## config.mk

```make
export PLATFORM = sky130hd
export DESIGN_NAME = rtttl_tone_gen_flat
export DESIGN_NICKNAME = d
export VERILOG_FILES = /design/src/rtl/rtttl_tone_gen_if.sv /design/src/rtl/rtttl_tone_gen.sv /design/src/flat_wrapper.sv
export SDC_FILE = /design/constraint.sdc
export NUM_CORES = 1
export LEC_CHECK = 0
export BUFFER_PORTS_ARGS = -buffer_cell sky130_fd_sc_hd__buf_4
export CAP_MARGIN = 15
export CORE_ASPECT_RATIO = 1.5
export CORE_MARGIN = 4
export CORE_UTILIZATION = 55
export CTS_CLUSTER_DIAMETER = 80
export DETAILED_ROUTE_END_ITERATION = 8
export GPL_TIMING_DRIVEN = 0
export PLACE_DENSITY = 0.72
export SYNTH_ARGS = -nofsm -noshare
export SYNTH_HDL_FRONTEND = slang
export SYNTH_SLANG_ARGS = --single-unit
```

## constraint.sdc

```tcl
create_clock -name clk -period 5.2 [get_ports clk]
set_clock_uncertainty 0.1 [all_clocks]
set_input_delay 1.04 -clock clk [delete_from_list [all_inputs] [get_ports clk]]
set_output_delay 1.04 -clock clk [all_outputs]
set_load 0.05 [all_outputs]
```

## src/rtl/rtttl_tone_gen_if.sv

```systemverilog
// Sequencer-to-tone-generator link: note selection in, speaker drive and activity flag out.
interface rtttl_tone_gen_if;
   logic       en;
   logic [3:0] octave;
   logic [3:0] note;
   logic       tone_out;
   logic       active;

   modport master (output en, octave, note, input tone_out, active);
   modport slave (input en, octave, note, output tone_out, active);
endinterface

```

## src/rtl/rtttl_tone_gen.sv

```systemverilog
// Converts (octave, note) into a 50%-duty square wave; half-period table calibrated for 1 MHz.
// Define TONE_GAP_EN to insert a silent GAP_CYCLES articulation gap before each new note.
module rtttl_tone_gen #(
   parameter int unsigned MAX_OCTAVE = 8
`ifdef TONE_GAP_EN
   ,
   parameter int unsigned GAP_CYCLES = 1000
`endif
) (
   input logic             clk,
   input logic             rstn,
   rtttl_tone_gen_if.slave bus
);

   typedef enum logic [1:0] {StSilent, StLoad, StRun, StGap} state_e;

   state_e      state_q, state_d;
   logic [3:0]  cur_oct_q, cur_note_q;
   logic [15:0] half_q, half_d;
   logic [15:0] cnt_q, cnt_d;
   logic [15:0] base, scaled;
   logic        tone_q, tone_d;
   logic        change, cur_valid;

`ifdef TONE_GAP_EN
   localparam logic [15:0] GapLast = 16'(GAP_CYCLES - 1);
   logic [15:0] gap_cnt_q, gap_cnt_d;
`endif

   function automatic logic pair_valid(logic [3:0] oct, logic [3:0] nt);
      return (nt >= 4'd1) && (nt <= 4'd12) && (32'(oct) <= MAX_OCTAVE);
   endfunction

   assign change    = {bus.octave, bus.note} != {cur_oct_q, cur_note_q};
   assign cur_valid = pair_valid(cur_oct_q, cur_note_q);

   // Octave-4 half-periods in clk cycles.
   always_comb begin
      case (cur_note_q)
         4'd1:    base = 16'd1911;
         4'd2:    base = 16'd1804;
         4'd3:    base = 16'd1703;
         4'd4:    base = 16'd1607;
         4'd5:    base = 16'd1517;
         4'd6:    base = 16'd1432;
         4'd7:    base = 16'd1351;
         4'd8:    base = 16'd1276;
         4'd9:    base = 16'd1204;
         4'd10:   base = 16'd1136;
         4'd11:   base = 16'd1073;
         4'd12:   base = 16'd1012;
         default: base = 16'd0;
      endcase
   end

   always_comb begin
      if (cur_oct_q < 4'd4) scaled = base << (4'd4 - cur_oct_q);
      else                  scaled = base >> (cur_oct_q - 4'd4);
   end

   always_comb begin
      state_d = state_q;
      half_d  = half_q;
      cnt_d   = cnt_q;
      tone_d  = tone_q;
`ifdef TONE_GAP_EN
      gap_cnt_d = gap_cnt_q;
`endif
      if (!bus.en) begin
         state_d = StSilent;
         cnt_d   = '0;
         tone_d  = 1'b0;
      end else if (change) begin
         // Every change restarts the phase low; rests still pass through LOAD.
         cnt_d  = '0;
         tone_d = 1'b0;
`ifdef TONE_GAP_EN
         if (pair_valid(bus.octave, bus.note)) begin
            state_d   = StGap;
            gap_cnt_d = '0;
         end else begin
            state_d = StLoad;
         end
`else
         state_d = StLoad;
`endif
      end else begin
         unique case (state_q)
            StSilent: begin
               cnt_d  = '0;
               tone_d = 1'b0;
               if (cur_valid) state_d = StLoad;
            end
            StLoad: begin
               half_d  = scaled;
               cnt_d   = '0;
               tone_d  = 1'b0;
               state_d = cur_valid ? StRun : StSilent;
            end
            StRun: begin
               if (cnt_q == half_q - 16'd1) begin
                  cnt_d  = '0;
                  tone_d = ~tone_q;
               end else begin
                  cnt_d = cnt_q + 16'd1;
               end
            end
`ifdef TONE_GAP_EN
            StGap: begin
               tone_d = 1'b0;
               if (gap_cnt_q == GapLast) state_d = StLoad;
               else                      gap_cnt_d = gap_cnt_q + 16'd1;
            end
`endif
            default: begin
               state_d = StSilent;
               cnt_d   = '0;
               tone_d  = 1'b0;
            end
         endcase
      end
   end

   always_ff @(posedge clk or negedge rstn) begin
      if (!rstn) begin
         state_q    <= StSilent;
         cur_oct_q  <= '0;
         cur_note_q <= '0;
         half_q     <= '0;
         cnt_q      <= '0;
         tone_q     <= 1'b0;
      end else begin
         state_q    <= state_d;
         cur_oct_q  <= bus.octave;
         cur_note_q <= bus.note;
         half_q     <= half_d;
         cnt_q      <= cnt_d;
         tone_q     <= tone_d;
      end
   end

`ifdef TONE_GAP_EN
   always_ff @(posedge clk or negedge rstn) begin
      if (!rstn) gap_cnt_q <= '0;
      else       gap_cnt_q <= gap_cnt_d;
   end
`endif

   assign bus.tone_out = tone_q;
   assign bus.active   = (state_q == StRun);

endmodule
```

## src/flat_wrapper.sv

```systemverilog
// flat-port wrapper written by rule: the top's interface ports become plain ports
module rtttl_tone_gen_flat 
#(
   parameter int unsigned MAX_OCTAVE = 8

)
  (clk, rstn, bus_en, bus_octave, bus_note, bus_tone_out, bus_active);
  rtttl_tone_gen_if bus_i ();
  input logic clk;
  input logic rstn;
  input wire logic [$bits(bus_i.en)-1:0] bus_en;
  input wire logic [$bits(bus_i.octave)-1:0] bus_octave;
  input wire logic [$bits(bus_i.note)-1:0] bus_note;
  output wire logic [$bits(bus_i.tone_out)-1:0] bus_tone_out;
  output wire logic [$bits(bus_i.active)-1:0] bus_active;
  assign bus_i.en = bus_en;
  assign bus_i.octave = bus_octave;
  assign bus_i.note = bus_note;
  assign bus_tone_out = bus_i.tone_out;
  assign bus_active = bus_i.active;
  rtttl_tone_gen #(.MAX_OCTAVE(MAX_OCTAVE)) u_core (.clk(clk), .rstn(rstn), .bus(bus_i));
endmodule
```

# Word level (Yosys, flattened, before mapping)

Memories as Yosys holds them, arrays and structs flattened.
Index checks and enable logic that the tools add are counted.
W data, S select, Z words.

Bits in latches: 0
Memory bits (writable): 0
Word-level logic and storage cells: 45
Flip-flop bits (word level): 43
Bits of input ports: 11
Output and inout port bits: 2
Bits in read-only memories: 176
Memories kept: 1

Shift operators: 2
Bitwise operators: 2
$add $sub $neg: 4
Reduce and logical (&&, ||, !) cells: 5
Div/mod/pow operators: 0
Mux-type cells: 14
$mul: 0
Order comparisons: 4
Equality and inequality tests: 7

Memories:

| memory           | depth | bits a word | read ports | clocked after memory_dff | write ports | line                 | RTL |
|---|---|---|---|---|---|---|---|
| (name not given) | 16    | 11          | 1          | 0                        | 0           | rtttl_tone_gen.sv:39 | `case (cur_note_q)` |

Operators by type and width:

| operator                | number |
|---|---|
| $mux W16                | 5 |
| $add A16 B1 Y16 const B | 1 |
| $eq A16 B16 Y1          | 1 |
| $shl A16 B4 Y16         | 1 |
| $shr A16 B4 Y16         | 1 |
| $sub A16 B1 Y16 const B | 1 |
| $le A4 B4 Y1 const B    | 2 |
| $mux W2                 | 4 |
| $ne A4 B2 Y1 const B    | 2 |
| $ne A8 B8 Y1            | 1 |
| $pmux W2 S3             | 1 |
| $ge A4 B1 Y1 const B    | 1 |
| $lt A4 B3 Y1 const B    | 1 |
| $mux W1                 | 4 |
| $sub A3 B4 Y4 const A   | 1 |
| $sub A4 B3 Y4 const B   | 1 |
| $ne A3 B2 Y1 const B    | 1 |
| $reduce_and A3 Y1       | 1 |
| $eq A2 B1 Y1 const B    | 1 |
| $eq A2 B2 Y1 const B    | 1 |
| $logic_and A1 B1 Y1     | 2 |
| $logic_not A2 Y1        | 1 |
| $not A1 Y1              | 2 |
| $reduce_and A2 Y1       | 1 |

# Longest topological paths before layout

Gate-level depths: netlist of the first run.

Word-level depth: 7
Mapped depth: 13
Gate-level depth less buffers: 8

# Worst setup path after synthesis of the first run

No wires, ideal clock.

Path kind: register -> register
Start: register u_core.cur_oct_q[0]
End: register u_core.half_q[15]
Path buffers: 6
Required time: 5,017 ps
Path slack: 1,929 ps
Setup time: 83 ps
Data arrival time: 3,089 ps
Stages on the path, launching flop included: 13
Period minus slack after synthesis: 3,271 ps
Cells stage by stage: dfrtp_1 > clkbuf_1 > inv_1 > clkbuf_1 > clkbuf_1 > ha_1 > clkbuf_1 > buf_1 > clkbuf_1 > o21ai_0 > a2111oi_0 > a21oi_1 > o21ai_0

Cells in the longest elaborated chain, start to end: 3
Elaborated cells on any way between the ends: 9
Those cells by class: add/sub: 2; order compare: 1; eq/ne: 1; shift: 2; mux: 1; bitwise: 1; reduce/logical: 1

Ends and longest elaborated chain:

| element                                              | line                  | RTL |
|---|---|---|
| start: declaration                                   | rtttl_tone_gen.sv:18  | `logic [3:0] cur_oct_q, cur_note_q;` |
| start signal: assignment                             | rtttl_tone_gen.sv:134 | `cur_oct_q <= bus.octave;` |
| $sub A4 B3 Y4, or another cell as far along          | rtttl_tone_gen.sv:58  | `else scaled = base >> (cur_oct_q - 4'd4);` |
| $shr A16 B4 Y16, or another cell as far along        | rtttl_tone_gen.sv:58  |  |
| $mux W16 / $reduce_and A3 Y1 (equally long branches) | n/a                   |  |
| end signal: assignment                               | rtttl_tone_gen.sv:136 | `half_q <= half_d;` |
| end: declaration                                     | rtttl_tone_gen.sv:19  | `logic [15:0] half_q, half_d;` |

Parallel ways exist; a longest one is shown, timed or not.
A chain may end at the register's enable or synchronous reset.

# Final worst setup path of the first run

Ends and elaborated chain as after synthesis.

==> results.txt, run 1 <==
----------------------------------------------------
[Detailed routing]
  Total Routed Length ... 13100 um
  Vias post-DR ... between 4000 and 5000
  Antenna-violating nets left ... 0
  Routed via count divided by cell count ... between 6 and 7
  Drt pass-1 iters ... 5
  Number of DRC markers after the initial detailed-route iteration ... 271
  Remaining design rule violation count ... 0
  Detail-routed net length per standard cell ... about 21 um

[CTS]
  Clock root buffer master ... clkbuf_8
  Clock network latency to the later pin of the worst-skew pair ... around 0.31 ns
  TritonCTS clock tree ... built
  Clock transition time at the flip-flop clock pins of the worst setup and hold paths ... approximately 0.090 ns
  Largest buffer count on any clock path ... 2
  Setup fix buffers added after clock tree synthesis ... 0
  Post-CTS resize count ... 0
  H-tree level count ... 2
  Inserted Clock Buffers ... 5
  Cts-stage hold buffer count ... 0
  Clock net sink count ... 43

[Synth]
  Share of flip-flops with an asynchronous set or reset ... 1.00
  Sequential cell area fraction in the yosys report ... 0.267
  Avg Synthesized Cell Area ... approximately 8.1 um2
  Most used flip-flop cell after synthesis ... dfrtp_1
  Number of enable flip-flop cells after synthesis ... 0
  Synth Register Bits ... between 40 and 50
  Post-Syn Nets ... roughly 520
  Instance count of the mapped netlist ... roughly 500
  Yosys Warn Count ... 0
  Count of distinct cell types in the synthesized netlist ... 67
  Combined area of all synthesized cells ... approximately 4000 um2

[Place]
  Global placement routability congestion ... 0.990
  Port bufs ... 12
  DPL Wire Length ... roughly 10000 um

[Global route]
  Global-route wire length before repair ... around 21000 um
  Antenna violations before repair ... 0
  Number of global-route vias before repair ... roughly 4200
  Pin count of the biggest net entering global routing ... 44
  Overall track demand over capacity in global routing ... 0.305
  Total global routing overflow ... 0

[Final layout]
  Antenna cells ... 0
  Nets@finish ... roughly 540
  Fraction of final layout cells with drive strength greater than 1 ... 0.0829
  Syn-to-layout area delta ... 8.12%

[Floorplan]
  Vertical die dimension ... between 100 and 150 um
  # rows ... 37
  Area of the core ... between 6000 and 7000 um2
  Total die area ... between 8000 and 9000 um2
  Initial Util ... 0.576
  I/O pin count ... 13
  Die Span X ... between 70 and 80 um

[Setup path]
  Data required time at the worst endpoint ... around 5.3 ns
  Critical path start-end classification ... reg2reg
  Critical Path Sink Type ... flop
  Critical Path Source Type ... flop
  Maximum fanout along the worst path ... 10
  Crit path DAT ... about 4.7 ns
  Flop2flop setup slack ... between 0.6 and 0.7 ns

[Power and ir drop]
  Overall Power ... between 900 and 1000 uW
  LEAKAGE ... roughly 0.0018 uW
  Power per Cell Area ... around 220 nW/um2
  Peak supply drop ... around 0.13 mV

[Timing]
  Portion of the clock cycle consumed by the worst path in the final layout ... 0.876
  Hold Fails Final Rpt ... 0
  Clock period minus worst slack ... 4.55 ns
  Worst hold margin ... 0.435 ns
  Final setup viols ... 0
  Pin slew with the least headroom to its limit ... just under 0.9 ns
  Total Neg Setup Slack ... 0 ns
  Max-slew headroom at the worst pin ... 0.404
  Achievable clock frequency ... 220 MHz
  RSZ-0062 raised after global routing ... false
  Final slew viol count ... 0

[Run status]
  Outcome ... completed

[Min path]
  Hold/Removal Path Class ... reg2reg

[Run]
  Maximum Capacitance Violations ... 0

----------------------------------------------------
[report_power, final]
group / switching [uW] / internal [uW] / leakage, uW
clock: 125 / 145 / 0.0000548
sequential: 11.4 / 344 / 0.000574
combinational: 225 / 126 / 0.00114
[routing by layer]
metal,vias to the layer above,GRT usage,routed length (um)
met5,-,0,0
met4,0,0.261,1060
met3,78,0.0382,547
met2,185,0.559,6940
met1,1942,0.294,4580
li1,1890,-,-
[path summary, 6_finish.rpt]
kind	to	cells past startpoint	start
max in group asynchronous	u_core.half_q[12]$_DFFE_PN0P_	1	rstn
setup reg to reg	u_core.half_q[15]$_DFFE_PN0P_	12	u_core.cur_oct_q[0]$_DFF_PN0_
hold / removal	u_core.half_q[15]$_DFFE_PN0P_	2	u_core.half_q[15]$_DFFE_PN0P_
min in group asynchronous	u_core.cnt_q[2]$_DFF_PN0_	1	rstn
setup / recovery	u_core.half_q[15]$_DFFE_PN0P_	12	u_core.cur_oct_q[0]$_DFF_PN0_
hold reg to reg	u_core.half_q[15]$_DFFE_PN0P_	2	u_core.half_q[15]$_DFFE_PN0P_
[cells by family after synthesis]
kind of cell	share of synthesized area
AND/OR/NAND/NOR	0.250
AO/OA/AOI/OAI	0.232
buffers and inverters	0.0522
XOR/XNOR	0.0958
flip-flops	0.267
multiplexers	0.0718
adder cells (fa/ha/maj)	0.0305
[metrics by stage]
stage                     cells  instance area [um2]  worst slack, ns   util
after floorplan             499                 4020             1.93      -
after global placement      608                 4240            0.906  0.606
after detailed placement    608                 4240            0.815  0.606
after CTS                   616                 4350            0.783  0.622
after global routing        616                 4350            0.378  0.622
final                       616                 4350            0.645  0.622
[critical path, stage by stage, from the launching register on]
cell and delay (ns):
dfrtp_1 0.36, clkbuf_1 0.21, inv_1 0.24, clkbuf_1 0.42, clkbuf_1 0.46, ha_1 0.35, clkbuf_1 0.45, buf_1 0.49
clkbuf_1 0.40, o21ai_0 0.22, a2111oi_0 0.59, a21oi_1 0.07, o21ai_0 0.10
[cell usage in the layout (no fill, tap or decap), types with 9 or more instances in the layout]
cell type	netlist	layout
a211oi_1	11	11
a21oi_1	19	19
and3_1	10	10
buf_4	1	13
clkbuf_1	32	32
dfrtp_1	43	43
ha_1	9	9
inv_1	16	16
mux2i_1	15	15
nand2_1	30	30
nand3_1	25	25
nor2_1	33	33
nor3_1	32	32
o211ai_1	13	13
o21ai_0	25	25
xnor2_1	20	20
xor2_1	24	24
[cell usage after synthesis (9+ instances only)]
library cell	number	area, um2
xor2_1	24	210
nor2_1	33	124
o211ai_1	13	97.6
nand3_1	25	125
nand2_1	30	113
clkbuf_1	32	120
and3_1	10	62.6
mux2i_1	15	150
nor3_1	32	160
o21ai_0	25	125
xnor2_1	20	175
ha_1	9	113
a211oi_1	11	82.6
inv_1	16	60.1
dfrtp_1	43	1080
a21oi_1	19	95.1
[flip-flops by register name, summed over array words and instances, names as in the netlist]
signal	flops
u_core.bus.tone_out	1
u_core.cnt_q	16
u_core.cur_note_q	4
u_core.cur_oct_q	4
u_core.half_q	16
u_core.state_q	2
[final cells by class]
type | count | area, um2
buffer | 38 | 146
fill | 657 | 2640
timing repair buffer | 12 | 90.1
tap | 97 | 121
clock buffer | 5 | 68.8
sequential | 43 | 1080
inverter | 17 | 63.8
clock inverter | 3 | 46.3
multi-input combinational | 401 | 2740
Power figures use the tool's default switching activity.
==> run 2, diff against run 1 <==
- RECOVER_POWER: default -> 25
==> results.txt, run 2 (synthesized netlist as in run 1, its figures left out) <==
----------------------------------------------------
[Run status]
  Outcome ... complete, but fails checks
  Violations in the final reports ... capacitance limit, slew limit

[Place]
  Global placement routability congestion ... 0.990 (unchanged)
  DPL Wire Length ... 10200 um (unchanged)
  Port bufs ... 12 (unchanged)
  Placed standard-cell area ... 4240 um2 (unchanged)

[Final layout]
  Fraction of final layout cells with drive strength greater than 1 ... 0.0694 (-0.0135)
  Filler Cell Count ... 666 (+1.4%)
  Registers with the most flip-flops ... u_core.cnt_q x16, u_core.half_q x16
  Non-Filler Cell Area, Final ... 4320 um2 (-0.60%)
  Top library cells by usage in the layout, fill and taps aside ... dfrtp_1 (43), clkbuf_1 (39), nor2_1 (33)
  Syn-to-layout area delta ... 7.46%
  Most common library cell in the layout ignoring fill and taps ... dfrtp_1
  Antenna cells ... 0 (unchanged)
  Nets@finish ... 538 (unchanged)

[Timing]
  Clock period minus worst slack ... 4.56 ns (+0.000445 ns)
  Pin slew with the least headroom to its limit ... 2.25 ns (+1.36 ns)
  Achievable clock frequency ... 220 MHz (about the same)
  RSZ-0062 raised after global routing ... false
  Max-slew headroom at the worst pin ... -0.500 (-0.904)
  Final slew viol count ... 44 (+44)
  Hold Fails Final Rpt ... 0 (unchanged)
  Total Neg Setup Slack ... 0 ns (unchanged)
  Final setup viols ... 0 (unchanged)
  Portion of the clock cycle consumed by the worst path in the final layout ... 0.876 (about the same)

[CTS]
  Post-CTS resize count ... 0 (unchanged)
  Clock network latency to the later pin of the worst-skew pair ... 0.31 ns (about the same)
  Setup fix buffers added after clock tree synthesis ... 0 (unchanged)
  Largest buffer count on any clock path ... 2 (unchanged)
  Inserted Clock Buffers ... 5 (unchanged)
  Cts-stage hold buffer count ... 0 (unchanged)
  Clock transition time at the flip-flop clock pins of the worst setup and hold paths ... 0.09 ns (about the same)
  Clock net sink count ... 43 (unchanged)
  TritonCTS clock tree ... built
  Clock root buffer master ... clkbuf_8
  H-tree level count ... 2 (unchanged)

[Floorplan]
  Initial Util ... 0.576 (unchanged)
  # rows ... 37 (unchanged)
  Total die area ... 8780 um2 (unchanged)
  I/O pin count ... 13 (unchanged)
  Die Span X ... 77.8 um (unchanged)
  Vertical die dimension ... 113 um (unchanged)
  Area of the core ... 6990 um2 (unchanged)

[Run]
  Maximum Capacitance Violations ... 1 (+1)

[Power and ir drop]
  LEAKAGE ... 0.00174 uW (-1.5%)
  Peak supply drop ... 0.131 mV (-0.35%)
  Power per Cell Area ... 225 nW/um2 (+0.37%)

[Setup path]
  Critical Path Slowest Stage Cell ... a2111oi_0
  Number of gates on the worst path with buffers counted ... 12 (unchanged)
  Cell class contributing the biggest share of worst-path delay ... buffers and inverters
  Critical Path Most Common Cell ... clkbuf_1
  Terminus of the critical flop-to-flop path ... u_core.half_q[15]$_DFFE_PN0P_
  Longest individual stage delay on the worst path ... 0.59 ns (about the same)
  Flop2flop setup slack ... 0.64 ns (about the same)
  Critical path start-end classification ... reg2reg
  Critical Path Sink Type ... flop
  Logic depth of the worst register-to-register path ... 12 (unchanged)
  Maximum fanout along the worst path ... 10 (unchanged)
  Count of buffering cells on the critical path with inverters included ... 7 (unchanged)
  Crit path DAT ... 4.68 ns (about the same)
  RR Startpoint ... u_core.cur_oct_q[0]$_DFF_PN0_
  Beginning of the critical path ... u_core.cur_oct_q[0]$_DFF_PN0_
  Last element of the critical path ... u_core.half_q[15]$_DFFE_PN0P_
  Critical Path Source Type ... flop
  Critical path cell sequence ... clkbuf_1, inv_1, clkbuf_1, clkbuf_1, ha_1, clkbuf_1, buf_1, clkbuf_1, o21ai_0, a2111oi_0, a21oi_1, o21ai_0
  Data required time at the worst endpoint ... 5.32 ns (about the same)

[Detailed routing]
  Remaining design rule violation count ... 0 (unchanged)
  Vias post-DR ... 4093 (-0.049%)
  Routed via count divided by cell count ... 6.64 (about the same)
  Drt pass-1 iters ... 5 (unchanged)
  Detail-routed net length per standard cell ... 21.2 um (-0.67%)
  Antenna-violating nets left ... 0 (unchanged)
  Number of DRC markers after the initial detailed-route iteration ... 289 (+6.6%)
  Total Routed Length ... 13000 um (-0.67%)

[Min path]
  Hold/Removal Path Class ... reg2reg

[Global route]
  Antenna violations before repair ... 0 (unchanged)
  Overall track demand over capacity in global routing ... 0.305 (unchanged)
  Global-route wire length before repair ... 20900 um (unchanged)
  Total global routing overflow ... 0 (unchanged)
  Number of global-route vias before repair ... 4204 (unchanged)
  Pin count of the biggest net entering global routing ... 44 (unchanged)

----------------------------------------------------
## run 2: cell count changes in the layout (fill, tap and decap cells not counted)
cell / change
buf_4: -9
clkbuf_1: +7
clkbuf_4: +2
## run 2: worst register-to-register path, delay by kind of cell (launching register included)
family                     cells  cell delay, ns
AOI/OAI and AO/OA              4            0.98
adders and majority gates      1            0.35
buffers and inverters          7            2.67
DFF                            1            0.37
## run 2: how the worst min path moves through the flow
stage,slack (ns),endpoint,cells after the start,startpoint
floorplan,0.38,u_core.half_q[12]$_DFFE_PN0P_,2,u_core.half_q[12]$_DFFE_PN0P_
global placement,0.41,u_core.half_q[15]$_DFFE_PN0P_,2,u_core.half_q[15]$_DFFE_PN0P_
detailed placement,0.42,u_core.half_q[15]$_DFFE_PN0P_,2,u_core.half_q[15]$_DFFE_PN0P_
CTS,0.44,u_core.half_q[15]$_DFFE_PN0P_,2,u_core.half_q[15]$_DFFE_PN0P_
global route,0.47,u_core.half_q[15]$_DFFE_PN0P_,2,u_core.half_q[15]$_DFFE_PN0P_
finish,0.43,u_core.half_q[15]$_DFFE_PN0P_,2,u_core.half_q[15]$_DFFE_PN0P_
## run 2: metrics by stage
| step | power [uW] | util | hold WS, ns | setup WS [ns] | instances |
|---|---|---|---|---|---|
| after floorplan | 605 | - | 0.383 | 1.93 | 499 |
| after global placement | 699 | 0.606 | 0.415 | 0.906 | 608 |
| after detailed placement | 704 | 0.606 | 0.423 | 0.815 | 608 |
| after CTS | 972 | 0.622 | 0.441 | 0.783 | 616 |
| after global routing | 1020 | 0.619 | 0.468 | 0.378 | 616 |
| final | 973 | 0.619 | 0.434 | 0.645 | 616 |
## run 2: cell type report
| class | count | area (um2) | area share |
|---|---|---|---|
| Clock inverter | 3 | 46.3 | 0.0107 |
| Inverter | 17 | 63.8 | 0.0148 |
| Sequential cell | 43 | 1080 | 0.249 |
| Tap cell | 97 | 121 | 0.0281 |
| Clock buffer | 5 | 68.8 | 0.0159 |
| Multi-Input combinational cell | 401 | 2740 | 0.633 |
| Buffer | 38 | 146 | 0.0339 |
| Timing Repair Buffer | 12 | 63.8 | 0.0148 |
## run 2: power by group
part           switching [uW]  internal, uW  total [uW]
Clock                     126           145         270
Sequential               11.3           344         355
Combinational             224           123         348
Total                     361           612         973
## run 2: metal layers
layer / GRT usage / wire, um
met4: 0.261 / 1130
met1: 0.294 / 4600
met3: 0.0382 / 502
met2: 0.559 / 6810
met5: 0 / 0
